[src/rtl/ula_pkg.sv]
// Shared types and helpers for the ULA subarray reconfiguration block.
package ula_pkg;

    typedef enum logic [1:0] {FILL, DISCARD, DRAIN} state_t;

    localparam int ERR_W  = 8;
    localparam int HW_MAX = 32;

    // Negate a w-bit two's complement field (sign-extended into HW_MAX bits);
    // the most-negative value saturates to the most-positive one.
    function automatic logic [HW_MAX-1:0] sat_neg(input logic signed [HW_MAX-1:0] q,
                                                  input int unsigned w);
        localparam logic signed [HW_MAX:0] ONE = 1;
        logic signed [HW_MAX:0] lim;
        logic signed [HW_MAX:0] q_ext;
        logic signed [HW_MAX:0] r;
        lim   = ONE <<< (w - 1);
        q_ext = (HW_MAX+1)'(q);
        if (q_ext == -lim) r = lim - ONE;
        else               r = -q_ext;
        return r[HW_MAX-1:0];
    endfunction

endpackage

[src/rtl/ula_snap_buf.sv]
// Snapshot buffer: N_ELEM x DW, one synchronous write port, one registered read port.
module ula_snap_buf #(
    parameter int N_ELEM = 8,
    parameter int DW     = 32,
    localparam int AW    = $clog2(N_ELEM)
) (
    input  logic          clk,
    input  logic          rst,
    input  logic          we,
    input  logic [AW-1:0] wr_addr,
    input  logic [DW-1:0] wr_data,
    input  logic          rd_en,
    input  logic [AW-1:0] rd_addr,
    output logic [DW-1:0] rd_data
);

    logic [DW-1:0] mem [N_ELEM];

    always_ff @(posedge clk) begin
        if (we) mem[wr_addr] <= wr_data;
    end

    // Read register doubles as the output data register; it only advances on rd_en.
    always_ff @(posedge clk or posedge rst) begin
        if (rst)        rd_data <= '0;
        else if (rd_en) rd_data <= mem[rd_addr];
    end

endmodule

[src/rtl/ula_subarray_reconfig.sv]
// Buffers one array snapshot and streams a configurable subarray of it.
// ULA_FB_REVERSE_EN enables the backward (reversed, conjugated) subarray option.
module ula_subarray_reconfig
    import ula_pkg::*;
#(
    parameter int N_ELEM = 8,
    parameter int DW     = 32
) (
    input  logic                      ap_clk,
    input  logic                      ap_rst,
    input  logic [DW-1:0]             in_stream_TDATA,
    input  logic                      in_stream_TVALID,
    input  logic                      in_stream_TLAST,
    output logic                      in_stream_TREADY,
    output logic [DW-1:0]             out_stream_TDATA,
    output logic                      out_stream_TVALID,
    output logic                      out_stream_TLAST,
    input  logic                      out_stream_TREADY,
    input  logic [$clog2(N_ELEM)-1:0] cfg_start,
    input  logic [$clog2(N_ELEM):0]   cfg_len,
    input  logic                      cfg_rev,
    output logic [ERR_W-1:0]          err_cnt,
    output logic                      cfg_err
);

    localparam int AW = $clog2(N_ELEM);
    localparam logic [AW-1:0] LAST  = AW'(N_ELEM - 1);
    localparam logic [AW:0]   ONE_L = 1;

    state_t        state, state_nxt;
    logic [AW-1:0] wr_idx, start_q, rd_addr;
    logic [AW:0]   len_q, iss_cnt, fwd_addr;
    logic [AW+1:0] cfg_end;
    logic [DW-1:0] rd_data;
    logic          rdy_en, out_vld, out_last;
    logic          accept, last_slot, cfg_ok, out_hs, rd_en;
    logic          wr_en, latch, err_inc, cfg_bad;

    assign accept    = in_stream_TVALID & in_stream_TREADY;
    assign last_slot = (wr_idx == LAST);
    assign cfg_end   = {2'b00, cfg_start} + {1'b0, cfg_len};
    assign cfg_ok    = (cfg_len != '0) && (cfg_end <= (AW+2)'(N_ELEM));
    assign out_hs    = out_vld & out_stream_TREADY;
    assign rd_en     = (state == DRAIN) && (iss_cnt != len_q) && (!out_vld || out_stream_TREADY);
    assign fwd_addr  = {1'b0, start_q} + iss_cnt;

`ifdef ULA_FB_REVERSE_EN
    localparam int HW = DW / 2;
    logic                   rev_q;
    logic [AW:0]            rev_addr;
    logic signed [HW-1:0]   q_s;
    logic [HW_MAX-1:0]      q_neg;
    assign rev_addr = {1'b0, start_q} + len_q - ONE_L - iss_cnt;
    assign rd_addr  = rev_q ? rev_addr[AW-1:0] : fwd_addr[AW-1:0];
    assign q_s      = rd_data[HW-1:0];
    assign q_neg    = sat_neg(HW_MAX'(q_s), HW);
    assign out_stream_TDATA = rev_q ? {rd_data[DW-1:HW], q_neg[HW-1:0]} : rd_data;
`else
    logic unused_rev;
    assign unused_rev       = cfg_rev;
    assign rd_addr          = fwd_addr[AW-1:0];
    assign out_stream_TDATA = rd_data;
`endif

    assign out_stream_TVALID = out_vld;
    assign out_stream_TLAST  = out_last;

    always_ff @(posedge ap_clk or posedge ap_rst) begin
        if (ap_rst) state <= FILL;
        else        state <= state_nxt;
    end

    always_comb begin
        state_nxt        = state;
        in_stream_TREADY = rdy_en && (state != DRAIN);
        wr_en            = 1'b0;
        latch            = 1'b0;
        err_inc          = 1'b0;
        cfg_bad          = 1'b0;
        case (state)
            FILL: if (accept) begin
                wr_en = 1'b1;
                if (last_slot && in_stream_TLAST) begin
                    latch = 1'b1;
                    if (cfg_ok) state_nxt = DRAIN;
                    else        cfg_bad   = 1'b1;
                end else if (last_slot) begin
                    state_nxt = DISCARD;
                end else if (in_stream_TLAST) begin
                    err_inc = 1'b1;
                end
            end
            DISCARD: if (accept && in_stream_TLAST) begin
                err_inc   = 1'b1;
                state_nxt = FILL;
            end
            DRAIN: if (out_hs && out_last) state_nxt = FILL;
            default: state_nxt = FILL;
        endcase
    end

    always_ff @(posedge ap_clk or posedge ap_rst) begin
        if (ap_rst) begin
            rdy_en   <= 1'b0;
            wr_idx   <= '0;
            start_q  <= '0;
            len_q    <= '0;
            iss_cnt  <= '0;
            out_vld  <= 1'b0;
            out_last <= 1'b0;
            err_cnt  <= '0;
            cfg_err  <= 1'b0;
`ifdef ULA_FB_REVERSE_EN
            rev_q    <= 1'b0;
`endif
        end else begin
            rdy_en  <= 1'b1;
            cfg_err <= cfg_bad;
            if (wr_en) wr_idx <= (in_stream_TLAST || last_slot) ? '0 : wr_idx + AW'(1);
            if (latch) begin
                start_q <= cfg_start;
                len_q   <= cfg_len;
`ifdef ULA_FB_REVERSE_EN
                rev_q   <= cfg_rev;
`endif
            end
            if (err_inc && err_cnt != '1) err_cnt <= err_cnt + ERR_W'(1);
            if (latch)      iss_cnt <= '0;
            else if (rd_en) iss_cnt <= iss_cnt + ONE_L;
            // A new read only lands when the output slot is empty or being consumed.
            if (rd_en) begin
                out_vld  <= 1'b1;
                out_last <= ((iss_cnt + ONE_L) == len_q);
            end else if (out_stream_TREADY) begin
                out_vld  <= 1'b0;
                out_last <= 1'b0;
            end
        end
    end

    ula_snap_buf #(.N_ELEM(N_ELEM), .DW(DW)) u_buf (
        .clk     (ap_clk),
        .rst     (ap_rst),
        .we      (wr_en),
        .wr_addr (wr_idx),
        .wr_data (in_stream_TDATA),
        .rd_en   (rd_en),
        .rd_addr (rd_addr),
        .rd_data (rd_data)
    );

endmodule

[config.mk]
export PLATFORM = sky130hd
export DESIGN_NAME = ula_subarray_reconfig
export DESIGN_NICKNAME = d
export VERILOG_FILES = /design/src/rtl/ula_pkg.sv /design/src/rtl/ula_snap_buf.sv /design/src/rtl/ula_subarray_reconfig.sv
export SDC_FILE = /design/constraint.sdc
export NUM_CORES = 1
export LEC_CHECK = 0
export ABC_AREA = 1
export CORE_AREA = 3 3 207 209
export CTS_CLUSTER_DIAMETER = 150
export DETAILED_ROUTE_END_ITERATION = 6
export DIE_AREA = 0 0 210 212
export HOLD_SLACK_MARGIN = 0.08
export SETUP_SLACK_MARGIN = 0.3
export SLEW_MARGIN = 25
export SYNTH_ARGS = -nofsm -noshare
export SYNTH_HDL_FRONTEND = slang
export SYNTH_SLANG_ARGS = --single-unit
[constraint.sdc]
create_clock -name ap_clk -period 5.56 [get_ports ap_clk]
set_clock_uncertainty 0.15 [all_clocks]
set_input_delay 1.112 -clock ap_clk [delete_from_list [all_inputs] [get_ports ap_clk]]
set_output_delay 1.112 -clock ap_clk [all_outputs]
set_load 0.02 [all_outputs]
# After elaboration in Yosys (flattened, before gate mapping)
# Memories as Yosys holds them, arrays and structs flattened. A register that Yosys moved wholly into a read port is not among the register bits.
# Index checks and enable logic that the tools add are counted.
[classes]
n_eq_ne = 12
n_bitwise = 2
n_reduce_logical = 16
muxes = 30
magnitude_cmp = 1
n_addsub = 5
[ops]
columns = ["cell", "count"]
rows = [
  ["2-to-1 mux 1 bit", 19],
  ["2-to-1 mux 2 bit", 6],
  ["adder 8 x 1 -> 8 bit, second input constant", 1],
  ["logical AND 1 bit", 8],
  ["2-to-1 mux 4 bit", 2],
  ["inequality test 8 bit, second input constant", 1],
  ["inequality test 2 bit, second input constant", 3],
  ["inequality test 3 bit, second input constant", 2],
  ["case mux 2 bit (3 select lines)", 1],
  ["adder 3 x 4 -> 5 bit", 1],
  ["less-or-equal comparator 5 x 4 -> 1 bit, second input constant", 1],
  ["AND reduction 5 bit", 1],
  ["adder 4 x 1 -> 4 bit, second input constant", 1],
  ["equality test 4 bit", 1],
  ["inequality test 4 bit", 1],
  ["nonzero test 2 bit", 2],
  ["nonzero test 4 bit", 1],
  ["adder 3 x 1 -> 3 bit, second input constant", 1],
  ["adder 3 bit", 1],
  ["equality test 3 bit, second input constant", 1],
  ["2-to-1 mux 3 bit", 1],
  ["bitwise AND 1 bit", 2],
  ["equality test 2 x 1 -> 1 bit, second input constant", 1],
  ["equality test 2 bit, second input constant", 1],
  ["other kinds (5)", 6],
]
[word_totals]
elab_cells = 77
reg_bits = 28
inputBits = 45
out_inout_bits = 44
ram_bits = 256
mem_count = 1
[mem_list]
columns = ["memory", "words", "width", "rd", "rd_ports_with_merged_regs", "wr", "line", "text"]
rows = [
  ["u_buf.mem", 8, 32, 1, 1, 1, "ula_snap_buf.sv:17", "logic [DW-1:0] mem [N_ELEM];"],
]

# Depth between registers and ports, before layout
# Gate-level depths: netlist of the first run.
[logic_depth]
ltp_word = 7
mapped_depth = 13
mapped_depth_nobuf = 13

# Cells and area by module
# A second synthesis of the first run with hierarchy kept.
[hier_totals]
cells_unflattened = 1340
hier_area_um2 = 13639.3
[modules_own_cells]
columns = ["module", "area_each_um2", "seq_area_each_um2", "instances", "cells_per_inst"]
rows = [
  ["ula_snap_buf", 11959.0, 8488.1, 1, 1133],
  ["ula_subarray_reconfig", 1680.4, 700.7, 1, 207],
]

# Worst setup path before layout of the first run
# Ideal clock, no wire load.
[synth_path]
kind = "input port to flip-flop"
from = "in in_stream_TVALID"
to = "mem u_buf.mem[4][0] (enable)"
setup_time_ps = 461
required_time_ps = 4949
arrival_time_ps = 3884
setup_slack_ps = 1064
n_path_buf = 0
cell_stages = 6
cell_sequence = "inv_1 > nor3_4 > nand2_2 > inv_1 > nand2_1 > nor3_1"
[synth_between]
elab_chain_cells = 5
[synth_lines]
columns = ["element", "line", "text"]
rows = [
  ["from (decl)", "ula_subarray_reconfig.sv:12", "input logic in_stream_TVALID,"],
  ["bitwise AND 1 bit", "ula_subarray_reconfig.sv:39", "assign accept = in_stream_TVALID & in_stream_TREADY;"],
  ["2-to-1 mux 1 bit", "ula_subarray_reconfig.sv:81", "FILL: if (accept) begin"],
  ["2-to-1 mux 1 bit", "ula_subarray_reconfig.sv:80", "case (state)"],
  ["2-to-1 mux 1 bit", "ula_snap_buf.sv:20", "if (we) mem[wr_addr] <= wr_data;"],
  ["2-to-1 mux 1 bit (not written as such)", "ula_snap_buf.sv:20", ""],
  ["to (decl)", "ula_snap_buf.sv:17", ""],
]
# No other way between the ends.

# Worst setup path after layout of the first run
[layout_path]
from = "reg iss_cnt[0]"
to = "reg u_buf.rd_data[0], read port of u_buf.mem"
[layout_between]
elab_chain_cells = 3
word_cells_on_any_way = 4
classes_between = "1 x add/sub; 1 x eq/ne; 2 x reduce/logical"
[layout_lines]
columns = ["element", "line", "text"]
rows = [
  ["from (decl)", "ula_subarray_reconfig.sv:32", "logic [AW:0] len_q, iss_cnt, fwd_addr;"],
  ["from (signal assigned)", "ula_subarray_reconfig.sv:129", "else if (rd_en) iss_cnt <= iss_cnt + ONE_L;"],
  ["parallel branches: the longest is 3 deep, another holds adder 3 bit", "--", ""],
  ["to (decl)", "ula_snap_buf.sv:14", "output logic [DW-1:0] rd_data"],
]
# Several ways; the timed one is not identified.
# A chain may end at the register's enable or synchronous reset.

==> results of run 1 <==
==> metrics by stage <==
| stage | hold WS [ns] | cell area, sq um | instances | setup slack [ns] | power, mW |
|---|---|---|---|---|---|
| after floorplan | 0.298 | 12800 | 1045 | 1.06 | 4.61 |
| after global placement | 0.318 | 14200 | 1619 | 1.60 | 5.34 |
| after detailed placement | 0.314 | 14300 | 1624 | 1.64 | 5.39 |
| after CTS | 0.335 | 15400 | 1682 | 2.07 | 7.54 |
| after global routing | 0.354 | 15400 | 1684 | 1.85 | 7.96 |
| final | 0.329 | 15400 | 1684 | 2.04 | 7.47 |
==> layer usage <==
metal	routed length, microns	up-vias	track usage [%]	part of all wire (%)
met3	1370	37	2.21	4.7
li1	-	3873	-	-
met1	13700	3987	18.2	47
met2	13500	189	20.9	46
met4	554	2	2.86	1.9
met5	9	-	0	0.031
==> layout make-up <==
| class | count | area [sq um] |
|---|---|---|
| Tap cell | 532 | 666 |
| Clock inverter | 14 | 153 |
| Timing Repair Buffer | 105 | 1110 |
| Sequential cell | 316 | 9190 |
| Multi-Input combinational cell | 645 | 3270 |
| Fill cell | 3926 | 25600 |
| Antenna cell | 1 | 2.50 |
| Clock buffer | 44 | 895 |
| Inverter | 27 | 105 |
==> sequential cells by signal (all words and copies together) (netlist names) <==
signal,cells
wr_idx,3
u_buf.mem,256
out_stream_TVALID,1
cfg_err,1
len_q,4
iss_cnt,4
err_cnt,8
rdy_en,1
state,2
out_stream_TLAST,1
u_buf.rd_data,32
start_q,3
==> cells in the mapped netlist <==
library cell and n:
and3_1 1, nand3_1 23, xor2_1 8, nor2_1 83, nand2_4 1, o31ai_1 1, nor3_1 5, inv_1 25
nor3_4 1, nand2_1 289, nand3_2 1, buf_2 30, ha_1 8, edfxtp_1 256, clkbuf_1 22, nand3b_1 1
xnor2_1 5, xor2_2 1, buf_6 1, buf_4 4, o21ai_0 73, nand4_1 2, a21oi_1 35, a211oi_4 1
a32o_1 32, nor2_4 2, and2_1 1, xnor2_2 1, dfrtp_1 60, nand2_2 2, nor4_1 1, conb_1 1
fa_1 2, o22ai_1 32, o21ai_1 32, inv_2 2
==> path summary, 6_finish.rpt <==
check	slack [ns]	to	cells after the start
worst max-delay path	2.04	u_buf.rd_data[0]$_DFFE_PP0P_	9
worst min-delay path	0.33	u_buf.rd_data[25]$_DFFE_PP0P_	2
worst max register to register	2.04	u_buf.rd_data[0]$_DFFE_PP0P_	9
worst min register to register	0.33	u_buf.rd_data[25]$_DFFE_PP0P_	2
max in group asynchronous	3.70	u_buf.rd_data[31]$_DFFE_PP0P_	3
min in group asynchronous	0.98	err_cnt[1]$_DFFE_PP0P_	3
==> worst min-delay path, stage by stage (launching register included) <==
cell,delay (ns)
dfrtp_1,0.34
nand2_1,0.05
nand2_1,0.05
==> power by group <==
group / switching, mW / total [mW] / internal, mW
clock: 0.856 / 2.11 / 1.26
combinational: 1.56 / 2.46 / 0.895
sequential: 0.122 / 2.90 / 2.78
total: 2.54 / 7.47 / 4.93
==> logic make-up after synthesis <==
| kind of cell | Yosys count | share of synthesized area [%] |
|---|---|---|
| and+or+nand+nor | 413 | 12.9 |
| DFF | 316 | 72.1 |
| AOI/OAI and AO/OA | 206 | 9.79 |
| buffers and inverters | 84 | 2.94 |
| xor gates and xnor gates | 15 | 1.15 |
| adders and majority gates | 10 | 1.10 |
| other | 1 | 0.0294 |
==> results.cfg, run 1 <==
[run_status]
status = completed

[placement]
detailed_place_hpwl_microns = 16800
portBuffers = 87
place_congestion = 0.778

[cells_and_area]
fin_util_pct = 37.5
mostFrequentLayoutCells = nand2_1, edfxtp_1, clkdlybuf4s50_1, nor2_1, o21ai_0
mostFrequentLayoutCell = nand2_1
drive_gt1_share_pct = 7.99
final_net_count = 1181
area_delta_synth_final_pct = 20.7

[routing]
vias_per_cell = 4.80
vias = 8088
drt_iter0_drc = 657
drcViolationCount = 0
antenna_left = 0
totalWireLength_microns = 29100
drtPass1Iterations = 5
wl_per_cell_microns = 17.3

[clocking]
cts_buffer_depth = 3
cts_sinks = 316
clkLatencyLatePin_ns = 0.56
cts_root_buf = clkbuf_16
cts_htree_levels = 1
clk_pin_slew_worst_paths_ns = 0.06
numCtsBuffers = 31
cts_tree = done
cts_resized = 0
hold_buffers = 0
postCtsSetupRepairBufs = 0

[synthesis]
syn_avg_cell_area_sq_um = 12.2
synth_area_leaders = edfxtp_1, dfrtp_1, nand2_1
ys_types = 36
syn_area_sq_um = 12800
netlist.area_leader.share_pct = 60.3
synth_nets = 1100
yosysTopAreaCell = edfxtp_1
synth-seq-cells = 316
ys_seq_area_share_pct = 72.1
synth_cells = 1045
yosysWarnings = 0

[setup_path]
critPathMaxStageDelay_ns = 0.92
crit_top_cell = nand2_1
critPathLaunch = iss_cnt[0]$_DFFE_PP0P_
worstPathRequired_ns = 5.90
slowest_stage = fa_4
endpoint_kind = register
crit_chain = ha_4 > fa_4 > buf_4 > o21ai_0 > o22ai_1 > nand2_1 > o21ai_0 > nand2_1 > nand2_1
crit_fanout = 79
crit_buf_inv = 1
path_delay_family = adder cells
cp-start-kind = register
path_class = register to register
r2r_start = iss_cnt[0]$_DFFE_PP0P_
crit_arrival_ns = 3.86

[global_route]
grt_pass1_vias = 7906
grt_max_degree = 110
grt-ovfl-total = 0
grt_pass1_wl_microns = 45300
track_usage_pct = 12.8
antenna_found_initial = 2

[die]
die_w_microns = 210
num_rows = 74
die_h_microns = 212
start_util_pct = 31.1
num_io_pins = 89
coreArea_sq_um = 41000
design.die.area_sq_um = 44500

[sta]
relSlewSlack_pct = 31.3
max_freq_mhz = 284
rsz0062_at_grt = no
fin_crit_ns = 3.52
setup_viol = 0
tightest_slew_ns = 1.03
fin_crit_sh_pct = 63.3
tns_ns = 0
hold_viol_final = 0
slew_violations = 0

[hold_path]
hold_class = register to register
worstHoldStart = u_buf.rd_data[25]$_DFFE_PP0P_

[power]
power.density_nw_per_um2 = 485
peakVddDrop_mv = 0.257
total_leakage_power_nw = 5.64

[job]
maxCapViolCount = 0
Power figures use the tool's default switching activity.
==> inputs of run 2 (changes only) <==
Clock period 5.56 ns to 3.4 ns, I/O delays scaled along.
==> results.cfg, run 2 (synthesized netlist as in run 1, its figures left out) <==
[cells_and_area]
mostFrequentLayoutCell = nand2_1
final_net_count = 1192
mostFrequentLayoutCells = nand2_1, edfxtp_1, clkdlybuf4s50_1, nor2_1, o21ai_0
design_area_sq_um = 15500
largest_register_ffs = 256
n_fill_cell = 3939
antenna_cells = 0
finalNonFillerCells = 1696
drive_gt1_share_pct = 8.25
regMostFlops = u_buf.mem
reg_top3 = u_buf.mem x256, u_buf.rd_data x32, err_cnt x8
area_delta_synth_final_pct = 21.8

[die]
design.die.area_sq_um = 44500
num_rows = 74
die_w_microns = 210
coreArea_sq_um = 41000
num_io_pins = 89
die_h_microns = 212
start_util_pct = 31.1

[routing]
vias = 8069
antenna_left = 0
totalWireLength_microns = 28800
wl_per_cell_microns = 17.0
drtPass1Iterations = 5
drcViolationCount = 0
drt_iter0_drc = 581
vias_per_cell = 4.76

[global_route]
grt_pass1_vias = 7992
grt_pass1_wl_microns = 45000
grt_max_degree = 73
grt-ovfl-total = 0
antenna_found_initial = 3
track_usage_pct = 12.8

[placement]
place_congestion = 0.762
dpl_worst_slack_ns = 0.397
portBuffers = 87
place_area_sq_um = 14500
detailed_place_hpwl_microns = 16400
dp_cells = 1632

[sta]
tightest_slew_ns = 0.779
setup_viol = 0
tns_ns = 0
relSlewSlack_pct = 48.1
hold_viol_final = 0
fin_crit_ns = 2.86
fin_crit_sh_pct = 84.0
setup_ws_ns = 0.544
rsz0062_at_grt = no
hold_ws_ns = 0.327
max_freq_mhz = 350
slew_violations = 0

[clocking]
cts_root_buf = clkbuf_16
cts_resized = 0
postCtsSetupRepairBufs = 0
hold_buffers = 0
cts_buffer_depth = 3
cts_sinks = 316
numCtsBuffers = 35
cts_tree = done
cts_htree_levels = 2
clk_pin_slew_worst_paths_ns = 0.06
clkLatencyLatePin_ns = 0.52

[hold_path]
hold_class = register to register
holdPathStages = 2

[run_status]
status = completed

[setup_path]
endpoint_kind = register
reg2reg_depth = 9
cp-start-kind = register
slowest_stage = fa_4
crit_top_cell = nand2_1
crit_fanout = 41
crit_chain = ha_4 > fa_4 > buf_12 > o21ai_0 > o22ai_1 > nand2_1 > o21ai_1 > nand2_1 > nand2_1
path_class = register to register
critPathMaxStageDelay_ns = 1.01
worstPathRequired_ns = 3.71
crit_arrival_ns = 3.16

[job]
maxCapViolCount = 0

[power]
total_leakage_power_nw = 5.69
peakVddDrop_mv = 0.554
power.density_nw_per_um2 = 792
[run 2: metal layers]
layer | global-route usage (%) | vias up | wire length [microns]
met5 | 0 | - | 27
met3 | 2.74 | 58 | 1630
met1 | 17.8 | 3917 | 13400
met2 | 20.6 | 193 | 13100
li1 | - | 3897 | -
met4 | 3.74 | 4 | 666
[run 2: final cells by class]
cell class | instances | area, sq um | share of cell area, %
Timing Repair Buffer | 112 | 1210 | 7.78
Sequential cell | 316 | 9190 | 59.2
Inverter | 27 | 104 | 0.669
Tap cell | 532 | 666 | 4.29
Clock buffer | 52 | 1000 | 6.44
Multi-Input combinational cell | 645 | 3290 | 21.2
Clock inverter | 12 | 80.1 | 0.516
[run 2: final timing paths]
| check | from | to | slack (ns) |
|---|---|---|---|
| setup / recovery | iss_cnt[0]$_DFFE_PP0P_ | u_buf.rd_data[10]$_DFFE_PP0P_ | 0.54 |
| hold / removal | u_buf.rd_data[17]$_DFFE_PP0P_ | u_buf.rd_data[17]$_DFFE_PP0P_ | 0.33 |
| setup reg to reg | iss_cnt[0]$_DFFE_PP0P_ | u_buf.rd_data[10]$_DFFE_PP0P_ | 0.54 |
| hold reg to reg | u_buf.rd_data[17]$_DFFE_PP0P_ | u_buf.rd_data[17]$_DFFE_PP0P_ | 0.33 |
| max in group asynchronous | ap_rst | u_buf.rd_data[31]$_DFFE_PP0P_ | 2.10 |
| min in group asynchronous | ap_rst | u_buf.rd_data[19]$_DFFE_PP0P_ | 0.37 |
[run 2: power breakdown]
part	switching, mW	internal [mW]	leakage, nW	total, mW
sequential	0.209	4.55	3.10	4.76
combinational	2.50	1.52	2.06	4.02
clock	1.48	2.05	0.525	3.53
[run 2: worst max-delay path: cells and delay by family (launching register included)]
kind | cells | cell delay, ns
buffers and inverters | 1 | 0.26
AO/OA/AOI/OAI | 3 | 0.45
AND/OR/NAND/NOR | 3 | 0.22
flip-flops | 1 | 0.47
adder cells (fa/ha/maj) | 2 | 1.21
[run 2: stage by stage]
stage,utilization [%],power [mW]
4_1_cts,37.9,12.5
5_1_grt,37.9,13.1
6_report,37.9,12.3
3_3_place_gp,35.2,8.81
2_1_floorplan,-,7.55
3_5_place_dp,35.2,8.91
==> inputs of run 3 (changes only) <==
Clock period 3.4 ns to 2.7 ns, I/O delays scaled along.
==> results.cfg, run 3 (synthesized netlist as in run 1, its figures left out) <==
[run_status]
status = completed

[cells_and_area]
area_delta_synth_final_pct = 26.5
drive_gt1_share_pct = 11.2
mostFrequentLayoutCell = nand2_1
final_net_count = 1208
antenna_cells = 0
seqCellArea_sq_um = 9190
n_fill_cell = 3846
multi_input_area_sq_um = 3310
regMostFlops = u_buf.mem
reg_top3 = u_buf.mem x256, u_buf.rd_data x32, err_cnt x8
largest_register_ffs = 256
mostFrequentLayoutCells = nand2_1, edfxtp_1, clkdlybuf4s50_1, nor2_1, o21ai_0

[power]
total_leakage_power_nw = 5.98
peakVddDrop_mv = 0.608
power.density_nw_per_um2 = 1050

[clocking]
cts_root_buf = clkbuf_16
numCtsBuffers = 35
cts_buffer_depth = 3
clkLatencyLatePin_ns = 0.52
cts_sinks = 316
cts_tree = done
cts_htree_levels = 2
clk_pin_slew_worst_paths_ns = 0.06

[sta]
rsz0062_at_grt = yes
setup_viol = 0
fin_crit_sh_pct = 93.9
max_freq_mhz = 394
relSlewSlack_pct = 55.7
hold_ws_ns = 0.327
tightest_slew_ns = 0.664
tns_ns = 0
fin_crit_ns = 2.54
hold_viol_final = 0
slew_violations = 0

[setup_path]
reg2reg_depth = 9
crit_fanout = 15
crit_top_cell = nand2_1
path_delay_family = adder cells
timing.rr.end = u_buf.rd_data[24]$_DFFE_PP0P_
critPathLaunch = start_q[0]$_DFFE_PP0P_
worstPathRequired_ns = 3.00
slowest_stage = fa_4
critPathMaxStageDelay_ns = 0.85
crit_arrival_ns = 2.84
crit_chain = ha_4 > fa_4 > buf_4 > clkbuf_16 > a21oi_1 > a32o_1 > o21ai_1 > nand2_1 > nand2_1
rrSetupSlack_ns = 0.16
r2r_start = start_q[0]$_DFFE_PP0P_
cp-start-kind = register
crit_buf_inv = 2
endpoint_kind = register
path_class = register to register

[placement]
detailed_place_hpwl_microns = 16900
portBuffers = 87
place_congestion = 0.752

[routing]
antenna_left = 0
drt_iter0_drc = 760
vias_per_cell = 4.83
drcViolationCount = 0
drtPass1Iterations = 5
vias = 8266
wl_per_cell_microns = 17.8
totalWireLength_microns = 30500

[die]
num_io_pins = 89
num_rows = 74
design.die.area_sq_um = 44500
start_util_pct = 31.1
coreArea_sq_um = 41000
die_h_microns = 212
die_w_microns = 210

[hold_path]
min_to = u_buf.rd_data[24]$_DFFE_PP0P_
holdPathStages = 2
hold_class = register to register
worstHoldStart = u_buf.rd_data[24]$_DFFE_PP0P_

[job]
maxCapViolCount = 0

[global_route]
antenna_found_initial = 1
grt_pass1_vias = 8042
grt-ovfl-total = 0
grt_pass1_wl_microns = 46400
track_usage_pct = 13.3
grt_max_degree = 129
-- run 3: cell types whose count changed in the layout (fill, tap and decap cells not counted), sizes merged --
cell and change:
buf +12, bufinv +7, clkbuf -5, clkdlybuf4s50 -1
clkinvlp +1, dlygate4sd2 +1, dlygate4sd3 +1
-- run 3: worst max-delay path by stage --
stage,slack [ns],cells after the start,endpoint
after floorplan,0.25,7,u_buf.mem[1][0]$_DFFE_PP_
after global placement,0.09,8,u_buf.mem[4][10]$_DFFE_PP_
after detailed placement,0.09,8,u_buf.mem[4][10]$_DFFE_PP_
after CTS,0.18,8,u_buf.rd_data[1]$_DFFE_PP0P_
after global routing,0.05,9,u_buf.rd_data[1]$_DFFE_PP0P_
final,0.16,9,u_buf.rd_data[24]$_DFFE_PP0P_
-- run 3: what timing repair did --
item | CTS | global route
endpoints found under the hold margin | 3 | 0
pin swaps | 0 | 2
buffers inserted | 1 | 3
cloned | 2 | 3
gates resized for setup | 8 | 11
setup endpoints to repair | 33 | 32
hold buffers | 1 | 0
-- run 3: power by group --
| part | switching [mW] | leakage [nW] | internal [mW] | total (mW) |
|---|---|---|---|---|
| clock network | 1.99 | 0.645 | 3.32 | 5.31 |
| logic | 3.41 | 2.23 | 2.29 | 5.70 |
| registers | 0.256 | 3.10 | 5.73 | 5.98 |
| total | 5.66 | 5.98 | 11.3 | 17.0 |
-- run 3: per-stage QoR --
step,std cells,area (sq um),power [mW],setup WS [ns],util (%)
2_1_floorplan,1045,12800,9.53,0.247,-
3_3_place_gp,1638,14600,11.2,0.0876,35.6
3_5_place_dp,1638,14600,11.3,0.0880,35.6
4_1_cts,1706,16000,16.9,0.181,39.0
5_1_grt,1712,16100,18.0,0.0512,39.3
6_report,1712,16100,17.0,0.164,39.3
-- run 3: area by class of cell --
cell class	count	share of cell area, %
clock inverters	20	2.04
inverters	27	0.651
clock buffers	44	6.14
multi-input cells	645	20.5
flip-flops and latches	316	57.0
well taps	532	4.13
repair buffers	128	9.59
-- run 3: worst register-to-register path, delay by kind of cell (launching register included) --
kind / cells / cell delay, ns
AO/OA/AOI/OAI: 3 / 0.41
adder cells (fa/ha/maj): 2 / 1.03
buffers and inverters: 2 / 0.34
flip-flops: 1 / 0.42
AND/OR/NAND/NOR: 2 / 0.13
-- run 3: routing by layer --
metal | vias up | track usage (%) | routed length, microns
li1 | 3928 | - | -
met1 | 4086 | 18.6 | 14100
met2 | 207 | 21.3 | 14200
met3 | 43 | 2.85 | 1740
met4 | 2 | 3.28 | 516
met5 | - | 0 | 11
